<file path="src/rtl/fetch_stall_responder.sv">
// ---------------------------------------------------------------------------
// fetch_stall_responder
//
// Fetch stage at the consumer end of the stall handshake. It owns the PC and
// drives the synchronous program memory (PM). It also loads the IF/ID register.
//   - On stall, the PC is frozen and NOP bubbles are pushed into IF/ID.
//   - When stall_pm is raised, the PM output is stale. In that case the word
//     captured when the stall began is replayed instead of the PM output.
//   - A taken branch redirects the PC and refills the pipe through S_BOOT.
//   - A HALT opcode stops fetch until reset.
//   - An 8-bit counter counts stall cycles and saturates at 8'hFF.
//
// Ports
//   clk_i            rising-edge clock
//   reset_i          asynchronous, active-high reset
//   stall_i          hold PC, bubble IF/ID
//   stall_pm_i       PM read data is stale, use the held word
//   branch_taken_i   redirect the PC this cycle
//   branch_target_i  redirect address
//   pm_instr_i       PM read data (one cycle after pm_addr_o)
//   pm_addr_o        PM word address (the PC register)
//   pm_en_o          PM read enable
//   ifid_instr_o     IF/ID instruction
//   ifid_pc_o        address of ifid_instr_o
//   ifid_valid_o     1 = real instruction, 0 = bubble
//   halted_o         1 while fetch is halted
//   stall_cnt_o      saturating count of stall cycles since reset
// ---------------------------------------------------------------------------
module fetch_stall_responder #(
  parameter int                   ADDR_W   = 16,
  parameter int                   INSTR_W  = 32,
  parameter logic [ADDR_W-1:0]    RESET_PC = '0,
  parameter logic [INSTR_W-1:0]   NOP      = '0,
  parameter logic [5:0]           HALT_OP  = 6'b111111
) (
  input  logic               clk_i,
  input  logic               reset_i,
  input  logic               stall_i,
  input  logic               stall_pm_i,
  input  logic               branch_taken_i,
  input  logic [ADDR_W-1:0]  branch_target_i,
  input  logic [INSTR_W-1:0] pm_instr_i,
  output logic [ADDR_W-1:0]  pm_addr_o,
  output logic               pm_en_o,
  output logic [INSTR_W-1:0] ifid_instr_o,
  output logic [ADDR_W-1:0]  ifid_pc_o,
  output logic               ifid_valid_o,
  output logic               halted_o,
  output logic [7:0]         stall_cnt_o
);

  typedef enum logic [2:0] {
    S_BOOT,
    S_RUN,
    S_STALL,
    S_REPLAY,
    S_HALT
  } state_t;

  state_t             state_q,      state_d;
  logic [ADDR_W-1:0]  pc_q,         pc_d;
  logic [ADDR_W-1:0]  fetch_pc_q,   fetch_pc_d;
  logic [INSTR_W-1:0] ifid_instr_q, ifid_instr_d;
  logic [ADDR_W-1:0]  ifid_pc_q,    ifid_pc_d;
  logic               ifid_valid_q, ifid_valid_d;
  logic [INSTR_W-1:0] instr_hold_q, instr_hold_d;
  logic               halted_q,     halted_d;
  logic [7:0]         stall_cnt_q,  stall_cnt_d;
  logic               stall_prev_q, stall_prev_d;

  logic               pm_en;
  logic [INSTR_W-1:0] sel_instr;
  logic [5:0]         sel_opcode;

  assign pm_en      = ~stall_i & ~halted_q;
  assign sel_instr  = stall_pm_i ? instr_hold_q : pm_instr_i;
  assign sel_opcode = sel_instr[INSTR_W-1 -: 6];

  // Next-state logic for the whole fetch stage.
  // fetch_pc follows the PC only on cycles when the PM actually reads. As a
  // result, it always names the word that pm_instr (or the held copy) holds.
  // This keeps the replayed word labelled with its own address after a stall.
  always_comb begin
    state_d      = state_q;
    pc_d         = pc_q;
    fetch_pc_d   = fetch_pc_q;
    ifid_instr_d = ifid_instr_q;
    ifid_pc_d    = ifid_pc_q;
    ifid_valid_d = ifid_valid_q;
    instr_hold_d = instr_hold_q;
    halted_d     = halted_q;
    stall_cnt_d  = stall_cnt_q;
    stall_prev_d = stall_i;

    // Capture the last good PM word on the first stall cycle.
    if (stall_i && !stall_prev_q) begin
      instr_hold_d = pm_instr_i;
    end

    if (pm_en) begin
      fetch_pc_d = pc_q;
    end

    if (state_q == S_HALT) begin
      // The halt word stays visible one cycle, then becomes a bubble.
      ifid_valid_d = 1'b0;
    end else if (branch_taken_i) begin
      pc_d         = branch_target_i;
      ifid_instr_d = NOP;
      ifid_valid_d = 1'b0;
      state_d      = S_BOOT;
    end else if (stall_i) begin
      ifid_instr_d = NOP;
      ifid_valid_d = 1'b0;
      if (stall_cnt_q != 8'hFF) begin
        stall_cnt_d = stall_cnt_q + 8'd1;
      end
      state_d = S_STALL;
    end else if (state_q == S_BOOT) begin
      // The first PM read of a refill is still in flight.
      pc_d         = pc_q + ADDR_W'(1);
      ifid_instr_d = NOP;
      ifid_valid_d = 1'b0;
      state_d      = S_RUN;
    end else begin
      pc_d         = pc_q + ADDR_W'(1);
      ifid_instr_d = sel_instr;
      ifid_pc_d    = fetch_pc_q;
      ifid_valid_d = 1'b1;
      if (sel_opcode == HALT_OP) begin
        halted_d = 1'b1;
        state_d  = S_HALT;
      end else if (state_q == S_STALL && stall_pm_i) begin
        state_d = S_REPLAY;
      end else begin
        state_d = S_RUN;
      end
    end
  end

  // Single state register for the stage. Reset clears everything at once.
  always_ff @(posedge clk_i or posedge reset_i) begin
    if (reset_i) begin
      state_q      <= S_BOOT;
      pc_q         <= RESET_PC;
      fetch_pc_q   <= RESET_PC;
      ifid_instr_q <= NOP;
      ifid_pc_q    <= '0;
      ifid_valid_q <= 1'b0;
      instr_hold_q <= NOP;
      halted_q     <= 1'b0;
      stall_cnt_q  <= 8'h00;
      stall_prev_q <= 1'b0;
    end else begin
      state_q      <= state_d;
      pc_q         <= pc_d;
      fetch_pc_q   <= fetch_pc_d;
      ifid_instr_q <= ifid_instr_d;
      ifid_pc_q    <= ifid_pc_d;
      ifid_valid_q <= ifid_valid_d;
      instr_hold_q <= instr_hold_d;
      halted_q     <= halted_d;
      stall_cnt_q  <= stall_cnt_d;
      stall_prev_q <= stall_prev_d;
    end
  end

  assign pm_addr_o    = pc_q;
  assign pm_en_o      = pm_en;
  assign ifid_instr_o = ifid_instr_q;
  assign ifid_pc_o    = ifid_pc_q;
  assign ifid_valid_o = ifid_valid_q;
  assign halted_o     = halted_q;
  assign stall_cnt_o  = stall_cnt_q;

endmodule

</file>
<file path="config.mk">
export PLATFORM = sky130hd
export DESIGN_NAME = fetch_stall_responder
export DESIGN_NICKNAME = d
export VERILOG_FILES = /design/src/rtl/fetch_stall_responder.sv
export SDC_FILE = /design/constraint.sdc
export NUM_CORES = 1
export LEC_CHECK = 0
export ABC_AREA = 1
export CORE_MARGIN = 3
export CORE_UTILIZATION = 40
export DETAILED_ROUTE_END_ITERATION = 16
export HOLD_SLACK_MARGIN = 0.03
export PLACE_DENSITY = 0.64
export REMOVE_ABC_BUFFERS = 1
export SLEW_MARGIN = 15
export SYNTH_ARGS = -nofsm -noshare
export SYNTH_HDL_FRONTEND = slang
export SYNTH_SLANG_ARGS = --single-unit
</file>
<file path="constraint.sdc">
create_clock -name clk_i -period 6 [get_ports clk_i]
set_input_delay 1.8 -clock clk_i [delete_from_list [all_inputs] [get_ports clk_i]]
set_output_delay 1.8 -clock clk_i [all_outputs]
set_load 0.02 [all_outputs]
</file>
# After elaboration in Yosys (flattened, before gate mapping)
# Cells that the tools add are included.
[word_totals]
rom_bits = 0
n_memories = 0
wordCells = 46
mem_bits_rw = 0
latch_bits = 0
reg_bits = 126
[op_classes]
n_div = 0
n_shift = 0
reduce_logical = 8
add_sub_neg = 2
n_bitwise = 6
eq_ne = 5
mul = 0
magnitude_cmp = 0
n_mux = 15
[op_table]
columns = ["op", "count"]
rows = [
  ["two-way mux 32 bit", 4],
  ["two-way mux 16 bit", 2],
  ["adder 16 x 1 -> 16 bit (second input constant)", 1],
  ["two-way mux 3 bit", 4],
  ["adder 8 x 1 -> 8 bit (second input constant)", 1],
  ["!= test 8 bit (second input constant)", 1],
  ["AND reduction 4 bit", 2],
  ["equality test 6 bit (second input constant)", 1],
  ["inverter 1 bit", 5],
  ["AND reduction 5 bit", 1],
  ["two-way mux 1 bit", 4],
  ["equality test 3 x 2 -> 1 bit (second input constant)", 1],
  ["equality test 3 bit (second input constant)", 1],
  ["zero test 3 bit", 1],
  ["logical AND 1 bit", 2],
  ["two-way mux 2 bit", 1],
  ["!= test 2 x 1 -> 1 bit (second input constant)", 1],
  ["AND reduction 2 bit", 1],
  ["AND 1 bit", 1],
  ["zero test 1 bit", 1],
]

# Logic depth before layout (Yosys ltp)
# Gate-level depths: netlist of run 1.
[logic_depth]
depth_word = 7
depth_mapped = 9

# Worst setup path after synthesis of run 1
# OpenSTA, ideal clock, no wires.
[synth_timing]
kind = "input -> output"
from = "in stall_i"
to = "out pm_en_o"
required_ns = 4.200
n_path_buf = 1
arrival_ns = 2.403
cell_stages = 2
slack_ns = 1.797
path_cell_list = "nor2_1 -> clkbuf_1"
[synth_between]
elab_chain_cells = 2
[synth_lines]
columns = ["item", "line_no", "rtl"]
rows = [
  ["start: declaration", "38", "input logic stall_i,"],
  ["inverter 1 bit (no source line)", "--", ""],
  ["AND 1 bit", "75", "assign pm_en = ~stall_i & ~halted_q;"],
  ["end: declaration", "44", "output logic pm_en_o,"],
]
# Every way passes these cells.

# Final worst setup path of run 1
# Ends and elaborated chain as after synthesis.

==> results.py, run 1 <==
metrics = {
    "layout": {
        "diodes": 0,
        "instances_no_fill": 997,
        "area_growth_syn_to_layout_pct": 35.3,
        "drive_above_1_share_pct": 6.33,
        "nNetsFinal": 863,
        "stdcell_area_mm2": 0.00768,
    },
    "global_route": {
        "antenna_found_initial": 0,
        "grt_usage_pct": 18.1,
        "grt_max_degree": 72,
        "overflow": 0,
        "grt_pass1_wl_mm": 23.4,
        "grt_pass1_vias": 4773,
    },
    "status": {
        "status": "finished clean",
    },
    "timing": {
        "grt_setup_unrepaired": "false",
        "hold_viol_final": 0,
        "clock_skew_ps": 8.68,
        "slew_headroom_pct": 32.4,
        "timing.final.crit_share_pct": 85.4,
        "setup_violations": 0,
        "max_slew.worst_pin.slew_ps": 1010,
        "final_max_slew_viol_count": 0,
        "finalSetupTns_ps": 0,
        "fmax_mhz": 195,
        "whs_ps": 481,
        "period_needed_ps": 5120,
    },
    "floorplanning": {
        "initial_core_util_pct": 41.9,
        "dieArea_mm2": 0.0157,
        "pin_count": 128,
        "num_rows": 42,
        "chipHeight_um": 125,
        "core_area_mm2": 0.0136,
        "die_w_um": 125,
    },
    "cts": {
        "cts_made_buffers": 17,
        "numClockSinks": 126,
        "hold_buffers": 0,
        "cts.clk_slew.worst_paths_ps": 50,
        "postCtsSetupRepairBufs": 0,
        "cts_resized": 0,
        "clk-insertion-delay-late_ps": 410,
        "htree_levels": 4,
        "clock-root-buffer": "clkbuf_16",
        "cts_tree": "yes",
        "clockBufferDepth": 2,
    },
    "power": {
        "pwr-share-seq_pct": 39.6,
        "power_frac_comb_pct": 18.4,
        "p_sw_uw": 721,
        "ir_worst_vdd_uv": 202,
        "switching_share_pct": 27.4,
        "total_leakage_power_uw": 0.00363,
        "p_clk_share_pct": 42.0,
        "p_per_area_mw_per_mm2": 343,
        "power.internal_uw": 1910,
    },
    "detailed_routing": {
        "wirelength_mm": 13.8,
        "drc": 0,
        "avgViaCountPerCell": 4.91,
        "vias": 4898,
        "ant_nets": 0,
        "first_iter_violations": 387,
        "drtPass1Iterations": 7,
        "wl_per_cell_um": 13.8,
    },
    "logic_synthesis": {
        "ys_seq_elements": 126,
        "yosysSeqAreaShare_pct": 55.5,
        "synth_top_area_share_pct": 55.5,
        "yosys_warnings": 0,
        "synth_area_leaders": "dfrtp_1 56%, nand2_1 14%, o21ai_0 8.3%",
        "synth-edff-count": 0,
        "avgSynthCellArea_um2": 8.25,
        "syn_inst": 688,
        "yosysMostFrequentCell": "nand2_1",
        "synth_commonest_cells": "209 x nand2_1, 126 x dfrtp_1, 94 x o21ai_0, 76 x inv_1",
        "synth-main-ff-cell": "dfrtp_1",
        "synth_top_area_cell": "dfrtp_1",
        "syn_area_mm2": 0.00568,
        "synth.distinct_cells": 31,
        "synth-async-reset-ratio_pct": 100,
    },
    "placed_design": {
        "placed_cell_area_mm2": 0.00704,
        "dp.cells": 965,
        "dp_hpwl_mm": 9.16,
        "routabilityCongestion": 0.858,
        "port_buffers": 127,
    },
    "worst_setup_path": {
        "crit_family": "buffers and inverters",
        "cpPeakStageDelay_ps": 660,
        "crit_type": "primary input to output port",
        "critPathMostFrequentCell": "clkdlybuf4s50_1",
        "crit_chain": "clkdlybuf4s50_1 > nor2_2 > clkdlybuf4s50_1",
        "crit_arrival_ps": 3320,
        "critPathRequiredTime_ps": 4200,
        "cp_slowest_cell": "clkdlybuf4s50_1",
        "critPathMaxFanout": 6,
        "startpoint_type": "primary input",
        "path_buf_inv": 2,
        "end_kind": "output port",
    },
    "min_path": {
        "min_path_type": "flop to flop",
    },
    "flow_run": {
        "max_cap_violations": 0,
    },
}
[worst min-delay path, stage by stage, from the launching register on]
cell and delay [ps]:
dfrtp_1 340, nand2_1 50, o21ai_0 60
[logic make-up after synthesis]
logic type | after synthesis | share of synthesized area [%]
DFF | 126 | 55.5
xor gates and xnor gates | 8 | 1.23
adders and majority gates | 2 | 0.441
and+or+nand+nor | 283 | 20.0
AOI/OAI and AO/OA | 156 | 14.5
buffers and inverters | 113 | 8.37
[layout make-up]
| cell class | count | area, um^2 |
|---|---|---|
| Clock buffer | 20 | 447 |
| Clock inverter | 12 | 191 |
| Fill cell | 1224 | 5880 |
| Inverter | 83 | 314 |
| Multi-Input combinational cell | 449 | 2050 |
| Sequential cell | 126 | 3150 |
| Tap cell | 176 | 220 |
| Timing Repair Buffer | 131 | 1300 |
[path summary, 6_finish.rpt]
check / from / to / slack, ps / depth (start not counted)
min in group asynchronous: reset_i / instr_hold_q[25] / 1940 / 2
hold / removal: ifid_instr_o[5] / ifid_instr_o[5] / 480 / 2
setup / recovery: stall_i / pm_en_o / 880 / 3
hold reg to reg: ifid_instr_o[5] / ifid_instr_o[5] / 480 / 2
setup reg to reg: state_q[0] / ifid_instr_o[14] / 4080 / 4
max in group asynchronous: reset_i / ifid_instr_o[22] / 3130 / 3
[registers in the layout, summed over array words and instances (netlist names)]
register,cells
stall_cnt_o,8
state_q,3
fetch_pc_q,16
halted_o,1
stall_prev_q,1
instr_hold_q,32
ifid_instr_o,32
pm_addr_o,16
ifid_pc_o,16
ifid_valid_o,1
[power by group through the flow]
stage	combinational, uW	clock (uW)	sequential (uW)
after floorplan	184	0	1120
after global placement	477	0	1050
after detailed placement	487	0	1060
after CTS	490	1130	1040
after global routing	536	1170	1060
final	484	1110	1040
[through the flow]
step           util (%)  setup slack, ps  total power (uW)
2_1_floorplan         -              844              1300
3_3_place_gp       51.9              861              1530
3_5_place_dp       51.9              870              1540
4_1_cts            56.6              858              2660
5_1_grt            56.7              814              2770
6_report           56.7              879              2630
[routing by layer]
layer  vias to the layer above  routed length [um]  GRT usage, %
met5                         -                   0             0
met4                         0                 162          5.74
met3                        13                 835          5.03
met2                       153                6120          27.1
met1                      2303                6690          25.7
li1                       2429                   -             -
[placed cells by master (no fill, tap or decap), drive strengths merged, types with 2 or more instances in the layout]
cell	count
nand2	210
o21ai	139
clkdlybuf4s50	127
dfrtp	126
inv	82
nor2	43
nand3	21
clkbuf	20
a21oi	9
clkinv	7
xor2	6
nand4	6
bufinv	5
a22o	4
buf	4
xnor2	2
ha	2
Power figures use the tool's default switching activity.
==> run 2, diff against run 1 <==
--- a/config.mk
+++ b/config.mk
@@ -11,6 +11,7 @@
 export DETAILED_ROUTE_END_ITERATION = 16
 export HOLD_SLACK_MARGIN = 0.03
 export PLACE_DENSITY = 0.64
+export RECOVER_POWER = 25
 export REMOVE_ABC_BUFFERS = 1
 export SLEW_MARGIN = 15
 export SYNTH_ARGS = -nofsm -noshare
==> results.py, run 2 (synthesis gave the netlist of run 1 again) <==
metrics = {
    "status": {
        "status": "finished with violations",
        "violations": "max-capacitance violations, max-slew violations",
    },
    "power": {
        "power_uw": 2640,
        "p_per_area_mw_per_mm2": 344,
        "total_leakage_power_uw": 0.00362,
        "pwr-share-seq_pct": 39.6,
        "switching_share_pct": 27.4,
        "ir_worst_vdd_uv": 202,
        "p_sw_uw": 722,
        "power.internal_uw": 1910,
        "power_frac_comb_pct": 18.3,
        "p_clk_share_pct": 42.1,
    },
    "worst_setup_path": {
        "crit_type": "primary input to output port",
        "crit_arrival_ps": 3450,
        "startpoint_type": "primary input",
        "critPathRequiredTime_ps": 4200,
        "end_kind": "output port",
        "critPathMaxFanout": 6,
    },
    "layout": {
        "area_growth_syn_to_layout_pct": 34.9,
        "drive_above_1_share_pct": 5.97,
        "diodes": 0,
        "stdcell_area_mm2": 0.00766,
        "nNetsFinal": 863,
        "final_cell_mix": "209 x nand2_1, 126 x dfrtp_1, 125 x clkdlybuf4s50_1, 94 x o21ai_0, 75 x inv_1",
        "layout_commonest_cell": "nand2_1",
    },
    "global_route": {
        "overflow": 0,
        "grt_pass1_vias": 4773,
        "grt_max_degree": 72,
        "grt_pass1_wl_mm": 23.4,
        "antenna_found_initial": 0,
        "grt_usage_pct": 18.1,
    },
    "cts": {
        "cts.clk_slew.worst_paths_ps": 50,
        "clock-root-buffer": "clkbuf_16",
        "clk-insertion-delay-late_ps": 410,
        "numClockSinks": 126,
        "cts_made_buffers": 17,
        "postCtsSetupRepairBufs": 0,
        "hold_buffers": 0,
        "htree_levels": 4,
        "cts_tree": "yes",
        "cts_resized": 0,
        "clockBufferDepth": 2,
    },
    "placed_design": {
        "dp_hpwl_mm": 9.16,
        "port_buffers": 127,
        "routabilityCongestion": 0.858,
        "placed_cell_area_mm2": 0.00704,
        "place_ws_ps": 870,
    },
    "floorplanning": {
        "initial_core_util_pct": 41.9,
        "die_w_um": 125,
        "core_area_mm2": 0.0136,
        "chipHeight_um": 125,
        "num_rows": 42,
        "dieArea_mm2": 0.0157,
        "pin_count": 128,
    },
    "timing": {
        "grt_setup_unrepaired": "false",
        "period_needed_ps": 5250,
        "whs_ps": 481,
        "final_max_slew_viol_count": 72,
        "clock_skew_ps": 8.31,
        "timing.final.crit_share_pct": 87.5,
        "fmax_mhz": 191,
        "fin_ws_ps": 752,
        "hold_viol_final": 0,
        "slew_headroom_pct": -112,
        "max_slew.worst_pin.slew_ps": 3160,
        "finalSetupTns_ps": 0,
        "setup_violations": 0,
    },
    "detailed_routing": {
        "ant_nets": 0,
        "vias": 4910,
        "wirelength_mm": 13.9,
        "avgViaCountPerCell": 4.92,
        "drtPass1Iterations": 5,
        "first_iter_violations": 394,
        "drc": 0,
        "wl_per_cell_um": 13.9,
    },
    "min_path": {
        "min_path_type": "flop to flop",
    },
    "flow_run": {
        "max_cap_violations": 1,
    },
}
==> run 2: cell types whose count changed in the layout (fill, tap and decap cells not counted) <==
cell	previous run	this run
buf_4	4	3
clkbuf_1	2	3
clkdlybuf4s50_1	127	125
clkinvlp_2	0	1
dlygate4sd3_1	0	2
inv_4	1	0
nor2_1	40	41
nor2_2	3	2
nor3_1	0	1
nor3_4	1	0
==> run 2: final timing paths <==
path,cells after the start,to,slack [ps],startpoint
worst max-delay path,3,pm_en_o,750,stall_i
worst min-delay path,2,ifid_instr_o[5],480,ifid_instr_o[5]
worst max register to register,4,ifid_instr_o[14],3530,state_q[0]
worst min register to register,2,ifid_instr_o[5],480,ifid_instr_o[5]
max in group asynchronous,3,ifid_instr_o[22],1780,reset_i
min in group asynchronous,2,instr_hold_q[25],2760,reset_i
==> run 2: final cells by class <==
cell class                      count  area (um^2)
Inverter                           83          313
Sequential cell                   126         3150
Fill cell                        1229         5900
Timing Repair Buffer              131         1300
Multi-Input combinational cell    449         2040
Clock buffer                       20          447
Tap cell                          176          220
Clock inverter                     12          191
==> run 2: per-layer routing <==
layer / global-route usage [%] / vias to the layer above / share of wire, %
li1: - / 2429 / -
met1: 25.7 / 2316 / 49
met2: 27.1 / 151 / 44
met3: 5.03 / 14 / 5.8
met4: 5.74 / 0 / 1.1
met5: 0 / - / 0
==> run 2: stage by stage <==
stage	utilization, %	cells
2_1_floorplan	-	658
3_3_place_gp	51.9	965
3_5_place_dp	51.9	965
4_1_cts	56.6	997
5_1_grt	56.5	997
6_report	56.5	997
==> run 2: critical path, stage by stage <==
cell and delay (ps):
dlygate4sd3_1 640, nor2_1 320, clkdlybuf4s50_1 690
==> run 2: power groups by stage <==
stage | combinational, uW | sequential, uW | clock [uW]
6_report | 483 | 1040 | 1110
3_5_place_dp | 487 | 1060 | 0
4_1_cts | 490 | 1040 | 1130
2_1_floorplan | 184 | 1120 | 0
3_3_place_gp | 477 | 1050 | 0
5_1_grt | 535 | 1060 | 1170
==> run 3, diff against run 2 <==
--- a/config.mk
+++ b/config.mk
@@ -5,14 +5,12 @@
 export SDC_FILE = /design/constraint.sdc
 export NUM_CORES = 1
 export LEC_CHECK = 0
-export ABC_AREA = 1
 export CORE_MARGIN = 3
 export CORE_UTILIZATION = 40
 export DETAILED_ROUTE_END_ITERATION = 16
 export HOLD_SLACK_MARGIN = 0.03
 export PLACE_DENSITY = 0.64
 export RECOVER_POWER = 25
-export REMOVE_ABC_BUFFERS = 1
 export SLEW_MARGIN = 15
 export SYNTH_ARGS = -nofsm -noshare
 export SYNTH_HDL_FRONTEND = slang
==> results.py, run 3 <==
metrics = {
    "cts": {
        "htree_levels": 4,
        "clockBufferDepth": 2,
        "cts.clk_slew.worst_paths_ps": 50,
        "hold_buffers": 0,
        "clock-root-buffer": "clkbuf_16",
        "numClockSinks": 126,
        "cts_resized": 0,
        "cts_tree": "yes",
        "cts_made_buffers": 17,
        "postCtsSetupRepairBufs": 0,
        "clk-insertion-delay-late_ps": 420,
    },
    "worst_setup_path": {
        "startpoint_type": "primary input",
        "cpPeakStageDelay_ps": 660,
        "crit_arrival_ps": 3260,
        "critPathRequiredTime_ps": 4200,
        "critPathMaxFanout": 2,
        "crit_chain": "dlygate4sd3_1 > nor2_1 > clkdlybuf4s50_1",
        "cp_slowest_cell": "clkdlybuf4s50_1",
        "end_kind": "output port",
        "crit_type": "primary input to output port",
    },
    "floorplanning": {
        "chipHeight_um": 124,
        "num_rows": 42,
        "initial_core_util_pct": 41.3,
        "die_w_um": 124,
        "pin_count": 128,
        "core_area_mm2": 0.0134,
        "dieArea_mm2": 0.0153,
    },
    "logic_synthesis": {
        "synth_area_leaders": "dfrtp_1 57%, mux2_2 9.6%, mux2i_1 6.5%",
        "syn_area_mm2": 0.00553,
        "synth-async-reset-ratio_pct": 100,
        "syn_inst": 490,
        "yosysMostFrequentCell": "dfrtp_1",
        "yosys_warnings": 0,
        "avgSynthCellArea_um2": 11.3,
        "synth_commonest_cells": "126 x dfrtp_1, 91 x nand2_1, 47 x mux2_2, 36 x mux2i_1, 36 x o21ai_0",
        "synth.distinct_cells": 56,
        "synth-edff-count": 0,
        "synth_top_area_share_pct": 57.0,
        "synth_top_area_cell": "dfrtp_1",
        "synth_nets": 545,
        "yosysSeqAreaShare_pct": 57.0,
        "synth-main-ff-cell": "dfrtp_1",
        "ys_seq_elements": 126,
    },
    "global_route": {
        "grt_pass1_wl_mm": 21.8,
        "grt_usage_pct": 18.5,
        "grt_max_degree": 82,
        "overflow": 0,
        "antenna_found_initial": 0,
        "grt_pass1_vias": 4300,
    },
    "layout": {
        "instances_no_fill": 802,
        "area_growth_syn_to_layout_pct": 36.8,
        "layout_commonest_cell": "dfrtp_1",
        "nNetsFinal": 670,
        "drive_above_1_share_pct": 14.9,
        "final_cell_mix": "126 x dfrtp_1, 124 x clkdlybuf4s50_1, 91 x nand2_1, 47 x mux2_2",
        "diodes": 0,
        "nFillCells": 1168,
        "fin_util_pct": 56.4,
    },
    "placed_design": {
        "place_ws_ps": 1110,
        "dp_hpwl_mm": 8.75,
        "port_buffers": 127,
        "routabilityCongestion": 0.759,
        "dp.cells": 772,
    },
    "power": {
        "p_per_area_mw_per_mm2": 355,
        "total_leakage_power_uw": 0.00330,
        "ir_worst_vdd_uv": 204,
    },
    "detailed_routing": {
        "ant_nets": 0,
        "drtPass1Iterations": 4,
        "wl_per_cell_um": 16.7,
        "drc": 0,
        "avgViaCountPerCell": 5.22,
        "wirelength_mm": 13.4,
        "vias": 4190,
        "first_iter_violations": 242,
    },
    "timing": {
        "hold_viol_final": 0,
        "grt_setup_unrepaired": "false",
        "slew_headroom_pct": -106,
        "period_needed_ps": 5060,
        "setup_violations": 0,
        "fmax_mhz": 197,
        "timing.final.crit_share_pct": 84.4,
        "finalSetupTns_ps": 0,
        "final_max_slew_viol_count": 82,
        "max_slew.worst_pin.slew_ps": 3090,
        "fin_ws_ps": 935,
        "clock_skew_ps": 5.99,
    },
    "flow_run": {
        "max_cap_violations": 1,
    },
    "status": {
        "status": "finished with violations",
        "violations": "max-capacitance violations, max-slew violations",
    },
    "min_path": {
        "min_path_type": "flop to flop",
    },
}
==> run 3: critical path, delay by kind of cell <==
family / cells / cell delay (ps)
and+or+nand+nor: 1 / 250
buffers and inverters: 2 / 1210
==> run 3: final timing paths <==
check / slack, ps / end / startpoint / cells after the start
max: 940 / pm_en_o / stall_i / 3
min: 470 / ifid_pc_o[5] / fetch_pc_q[5] / 2
max reg2reg: 3980 / ifid_pc_o[8] / state_q[0] / 5
min reg2reg: 470 / ifid_pc_o[5] / fetch_pc_q[5] / 2
max in group asynchronous: 1290 / ifid_valid_o / reset_i / 2
min in group asynchronous: 2950 / instr_hold_q[4] / reset_i / 2
==> run 3: report_power, final <==
group | internal [uW] | switching [uW]
clock network | 744 | 351
registers | 976 | 106
logic | 264 | 246
total | 1980 | 703
==> run 3: cell type report <==
type                            count  area [um^2]  area share (%)
Clock buffer                       24          502            6.63
Clock inverter                      6          130            1.72
Inverter                            6         22.5           0.298
Multi-Input combinational cell    330         2220            29.4
Sequential cell                   126         3150            41.7
Tap cell                          176          220            2.91
Timing Repair Buffer              134         1310            17.3
==> run 3: through the flow <==
step	area, um^2	hold WS, ps	total power, uW
final	7560	466	2690
after global routing	7560	488	2820
after CTS	7580	468	2720
after detailed placement	6940	455	1610
after global placement	6940	445	1590
after floorplan	5530	435	1360
==> run 3: kinds of logic after synthesis <==
family / after synthesis / synth area share [%]
AO/OA/AOI/OAI: 81 / 9.01
XOR/XNOR: 6 / 0.951
adder cells (fa/ha/maj): 2 / 0.453
buffers and inverters: 34 / 2.92
flip-flops: 126 / 57.0
multiplexers: 85 / 16.5
AND/OR/NAND/NOR: 156 / 13.1
==> run 3: per-layer routing <==
layer	global-route usage, %	routed length, um	part of all wire (%)	vias to the layer above
li1	-	-	-	1983
met1	24.8	6140	46	2076
met2	28.4	6220	47	108
met3	5.35	747	5.6	23
met4	7.34	268	2.0	0
met5	0	0	0	-
==> RTL change 1: new RTL, settings of run 1 <==
Change the parameter `ADDR_W` from 16 to 14.
--- a/src/rtl/fetch_stall_responder.sv
+++ b/src/rtl/fetch_stall_responder.sv
@@ -29,3 +29,3 @@
 module fetch_stall_responder #(
-  parameter int                   ADDR_W   = 16,
+  parameter int                   ADDR_W   = 14,
   parameter int                   INSTR_W  = 32,
Interface: changed (resized branch_target_i, ifid_pc_o and pm_addr_o); port bits go from 128 to 122. No check against the original RTL was run, so the function may have changed too.
==> RTL change 1 against run 1 <==
Count of clock-buffer cells in the layout up 5; worst setup slack better by 250 ps; critical path depth unchanged; non-clock buffer count down 6; wire length down 3.1%; sequential cell count down 6; synthesized area up 0.55%; die area up 0.53%; utilization down 2.5 points; final area down 1.7%; critical endpoint unchanged; largest cell class unchanged; highest routed layer unchanged.
Power is not compared: it rests on default switching activity, and its combinational part moved more than twofold at a synthesized area within 25%.
==> RTL change 1: results (changes against run 1) <==
metric;value;unit;change
run_status;completed;;
worst_hold_slack;481.0;ps;+0.06200 ps
ys_top_cells_by_area;sky130_fd_sc_hd__dfrtp_1, sky130_fd_sc_hd__nand2_1, sky130_fd_sc_hd__o21ai_0;;
nNetsFinal;844;;-2.2%
clock_area_share;8.006;%;-0.30 points
place_hpwl;8848;um;-3.4%
synthesis.instances;679;;-1.3%
multi_input_area_share;28.87;%;+2.1 points
synth.cells.most_frequent;sky130_fd_sc_hd__nand2_1, sky130_fd_sc_hd__dfrtp_1, sky130_fd_sc_hd__o21ai_0;;
fmax;205.4;MHz;+5.2%
multi_input_comb_cells;451;;+0.45%
drt_iter0_drc;339;;-12%
yosysSeqAreaShare;52.60;%;-2.9 points
max_stage_delay;630;ps;-30 ps
grt_use_met1;23.87;%;-1.8 points
fin_cells;984;;-1.3%
timing.max_slew.rel_slack;26.03;%;-6.4 points
dpl.cell_count;952;;-1.3%
postPlaceCellArea;0.006944;mm2;-1.4%
global_route.usage.met3;4.528;%;-0.50 points
reg2reg_from;state_q[1]$_DFFE_PP0N_;;
nNonClkBuffers;125;;-4.6%
routed_wirelength;13380;um;-3.1%
post_synthesis_compound_gate_area_fraction;14.75;%;+0.29 points
met1Wirelength;6274;um;-6.2%
fillCellCount;1288;;+5.2%
non_clock_buffers_area_share;16.44;%;-0.50 points
yosysUniqueCellTypes;36;;+16%
floorplan.core_area;0.01393;mm2;+2.8%
n_clock_buffer;25;;+25%
use_met2;28.54;%;+1.4 points
n_all_inverters;76;;-8.4%
postSynthRegisterBits;120;;-4.8%
grtUsageTotal;17.96;%;-0.15 points
routabilityCongestion;0.7628;;-11%
path_max_fanout;3;;-3
place_worst_setup_slack;1127;ps;+256.9 ps
arrival;3070;ps;-250 ps
worstReg2RegEnd;stall_cnt_o[6]$_DFFE_PP0P_;;
register_area;0.003003;mm2;-4.8%
detail_route.first_pass.iterations;5;;-2
met2_wirelength;6149;um;+0.56%
post_drt_via_cell_ratio;4.840;;-1.5%
final.setup_skew;6.715;ps;-1.967 ps
grt_max_degree;77;;+6.9%
share_of_cells_above_drive_strength_1;10.70;%;+4.4 points
route.met3.wl;749;um;-10%
clk_pin_slew;50;ps;about the same
grt_pass1_vias;4790;;+0.36%
antenna_found_initial;0;;unchanged
post_synth_xor_area_fraction;1.074;%;-0.16 points
timing.hold.worst.start;ifid_pc_o[4]$_DFFE_PP0P_;;
post_synth_fa_ha_maj_area_fraction;0.4383;%;-0.0024 points
hold_path_end;ifid_pc_o[4]$_DFFE_PP0P_;;
wire_length_of_the_first_global_routing_pass;23050;um;-1.4%
port_buffers;121;;-4.7%
[RTL change 1: changes by cell type in the layout (fill, tap and decap cells not counted), moves of 6 or more]
| cell | run 1 | this run |
|---|---|---|
| sky130_fd_sc_hd__o21ai_0 | 94 | 85 |
| sky130_fd_sc_hd__o21ai_1 | 41 | 19 |
| sky130_fd_sc_hd__nor2_1 | 40 | 29 |
| sky130_fd_sc_hd__o21ai_2 | 4 | 24 |
| sky130_fd_sc_hd__clkdlybuf4s50_1 | 127 | 121 |
| sky130_fd_sc_hd__nand2_1 | 209 | 226 |
| sky130_fd_sc_hd__inv_1 | 75 | 67 |
| sky130_fd_sc_hd__dfrtp_1 | 126 | 120 |
[RTL change 1: tightest hold or removal path: stages, from the launching register on]
cell	delay, ps
sky130_fd_sc_hd__dfrtp_1	340
sky130_fd_sc_hd__nand2_1	60
sky130_fd_sc_hd__o21ai_2	50
==> RTL change 2: new RTL, flow settings as in run 1 <==
Without the edit above. Encoding of `state_t`: now one-hot (5 bits for 5 states).
--- a/src/rtl/fetch_stall_responder.sv
+++ b/src/rtl/fetch_stall_responder.sv
@@ -51,8 +51,8 @@
 
-  typedef enum logic [2:0] {
-    S_BOOT,
-    S_RUN,
-    S_STALL,
-    S_REPLAY,
-    S_HALT
+  typedef enum logic [4:0] {
+    S_BOOT   = 5'b00001,
+    S_RUN    = 5'b00010,
+    S_STALL  = 5'b00100,
+    S_REPLAY = 5'b01000,
+    S_HALT   = 5'b10000
   } state_t;
Formal check against the unedited RTL: no difference found for any inputs over 4 cycles, from zero or initial values and one cycle with reset_i high; so few cycles prove little.
==> RTL change 2 against run 1 <==
Maximum frequency grew 4.4%; largest cell class unchanged; critical path depth is the same; wire length shrank 1.4%; sequential cell count grew 2; worst setup slack gained 220 ps; final area grew 0.73%; synthesized area grew 2.4%.
Power is not compared: it rests on default switching activity, and its combinational part moved more than twofold at a synthesized area within 25%.
==> RTL change 2: results (changes against run 1) <==
metric;value;unit;change
run_status;completed;;
final.setup_skew;4.668;ps;-4.014 ps
timing.hold.worst.start;instr_hold_q[4]$_DFFE_PP0P_;;
nNetsFinal;876;;+1.5%
clkPwrFrac;47.6;%;
max_stage_delay;620;ps;-40 ps
post_synth_fa_ha_maj_area_fraction;0.4304;%;-0.010 points
place_worst_setup_slack;1097;ps;+227.7 ps
synth.cells.most_frequent;sky130_fd_sc_hd__nand2_1, sky130_fd_sc_hd__dfrtp_1, sky130_fd_sc_hd__inv_1;;
num_antenna_cells;0;;unchanged
yosysSeqAreaShare;55.11;%;-0.42 points
worstRegToRegCells;5;;+1
worst_hold_slack;482.6;ps;+1.670 ps
path_max_fanout;4;;-2
hold_path_end;instr_hold_q[4]$_DFFE_PP0P_;;
post_synth_xor_area_fraction;1.506;%;+0.27 points
dieArea;0.01602;mm2;+2.3%
ys_top_cells_by_area;sky130_fd_sc_hd__dfrtp_1, sky130_fd_sc_hd__nand2_1, sky130_fd_sc_hd__o21ai_0;;
timing.max_slew.rel_slack;31.07;%;-1.3 points
reg2reg_from;state_q[3]$_DFFE_PP0N_;;
average_instance_area_after_synthesis;8.247;um2;about the same
routed_wirelength;13620;um;-1.4%
routabilityCongestion;0.8042;;-6.3%
place_hpwl;9176;um;+0.17%
drt_iter0_drc;237;;-39%
postPlaceCellArea;0.007188;mm2;+2.1%
detail_route.first_pass.iterations;5;;-2
register_area;0.003204;mm2;+1.6%
post_drt_via_cell_ratio;4.877;;-0.73%
share_of_cells_above_drive_strength_1;6.115;%;-0.22 points
hold_path_class;reg2reg;;
grt_max_degree;74;;+2.8%
grt_pass1_vias;4726;;-0.98%
min_delay_path_depth;2;;unchanged
met1Wirelength;6419;um;-4.1%
wire_length_of_the_first_global_routing_pass;23490;um;+0.41%
post_synthesis_compound_gate_area_fraction;13.54;%;-0.92 points
swShare;22.65;%;
met2_wirelength;5969;um;-2.4%
fillCellCount;1259;;+2.9%
grtUsageTotal;17.99;%;-0.12 points
yosys_warnings;0;;unchanged
worst-r2r-setup-slack;3070;ps;-1010 ps
wire_per_inst;13.43;um;-3.0%
route.met3.wl;998;um;+20%
dpl.cell_count;982;;+1.8%
worstReg2RegEnd;ifid_instr_o[1]$_DFFE_PP0N_;;
==> RTL change 2: routing by layer <==
metal  GRT usage, %  vias up
li1               -     2462
met4          6.562        0
met1          25.62     2309
met2          26.18      157
met3          5.263       17
met5              0        -
==> RTL change 2: how the worst max path moves through the flow <==
stage                                     end  slack (ps)    start
floorplan           fetch_pc_q[0]$_DFFE_PP0P_         790  reset_i
global placement                      pm_en_o        1090  stall_i
detailed placement                    pm_en_o        1100  stall_i
CTS                                   pm_en_o        1090  stall_i
global route                          pm_en_o        1070  stall_i
finish                                pm_en_o        1090  stall_i
==> RTL change 2: cell type report <==
class	count	area share (%)
well taps	180	2.911
clock inverters	12	1.197
flip-flops and latches	128	41.41
repair buffers	131	16.82
multi-input cells	432	26.34
inverters	111	5.417
clock buffers	20	5.902
==> RTL change 2: tightest hold or removal path, cell delays in order, from the launching register on <==
cell and delay [ps]:
sky130_fd_sc_hd__dfrtp_1 330, sky130_fd_sc_hd__nand2_1 50, sky130_fd_sc_hd__o21ai_0 60
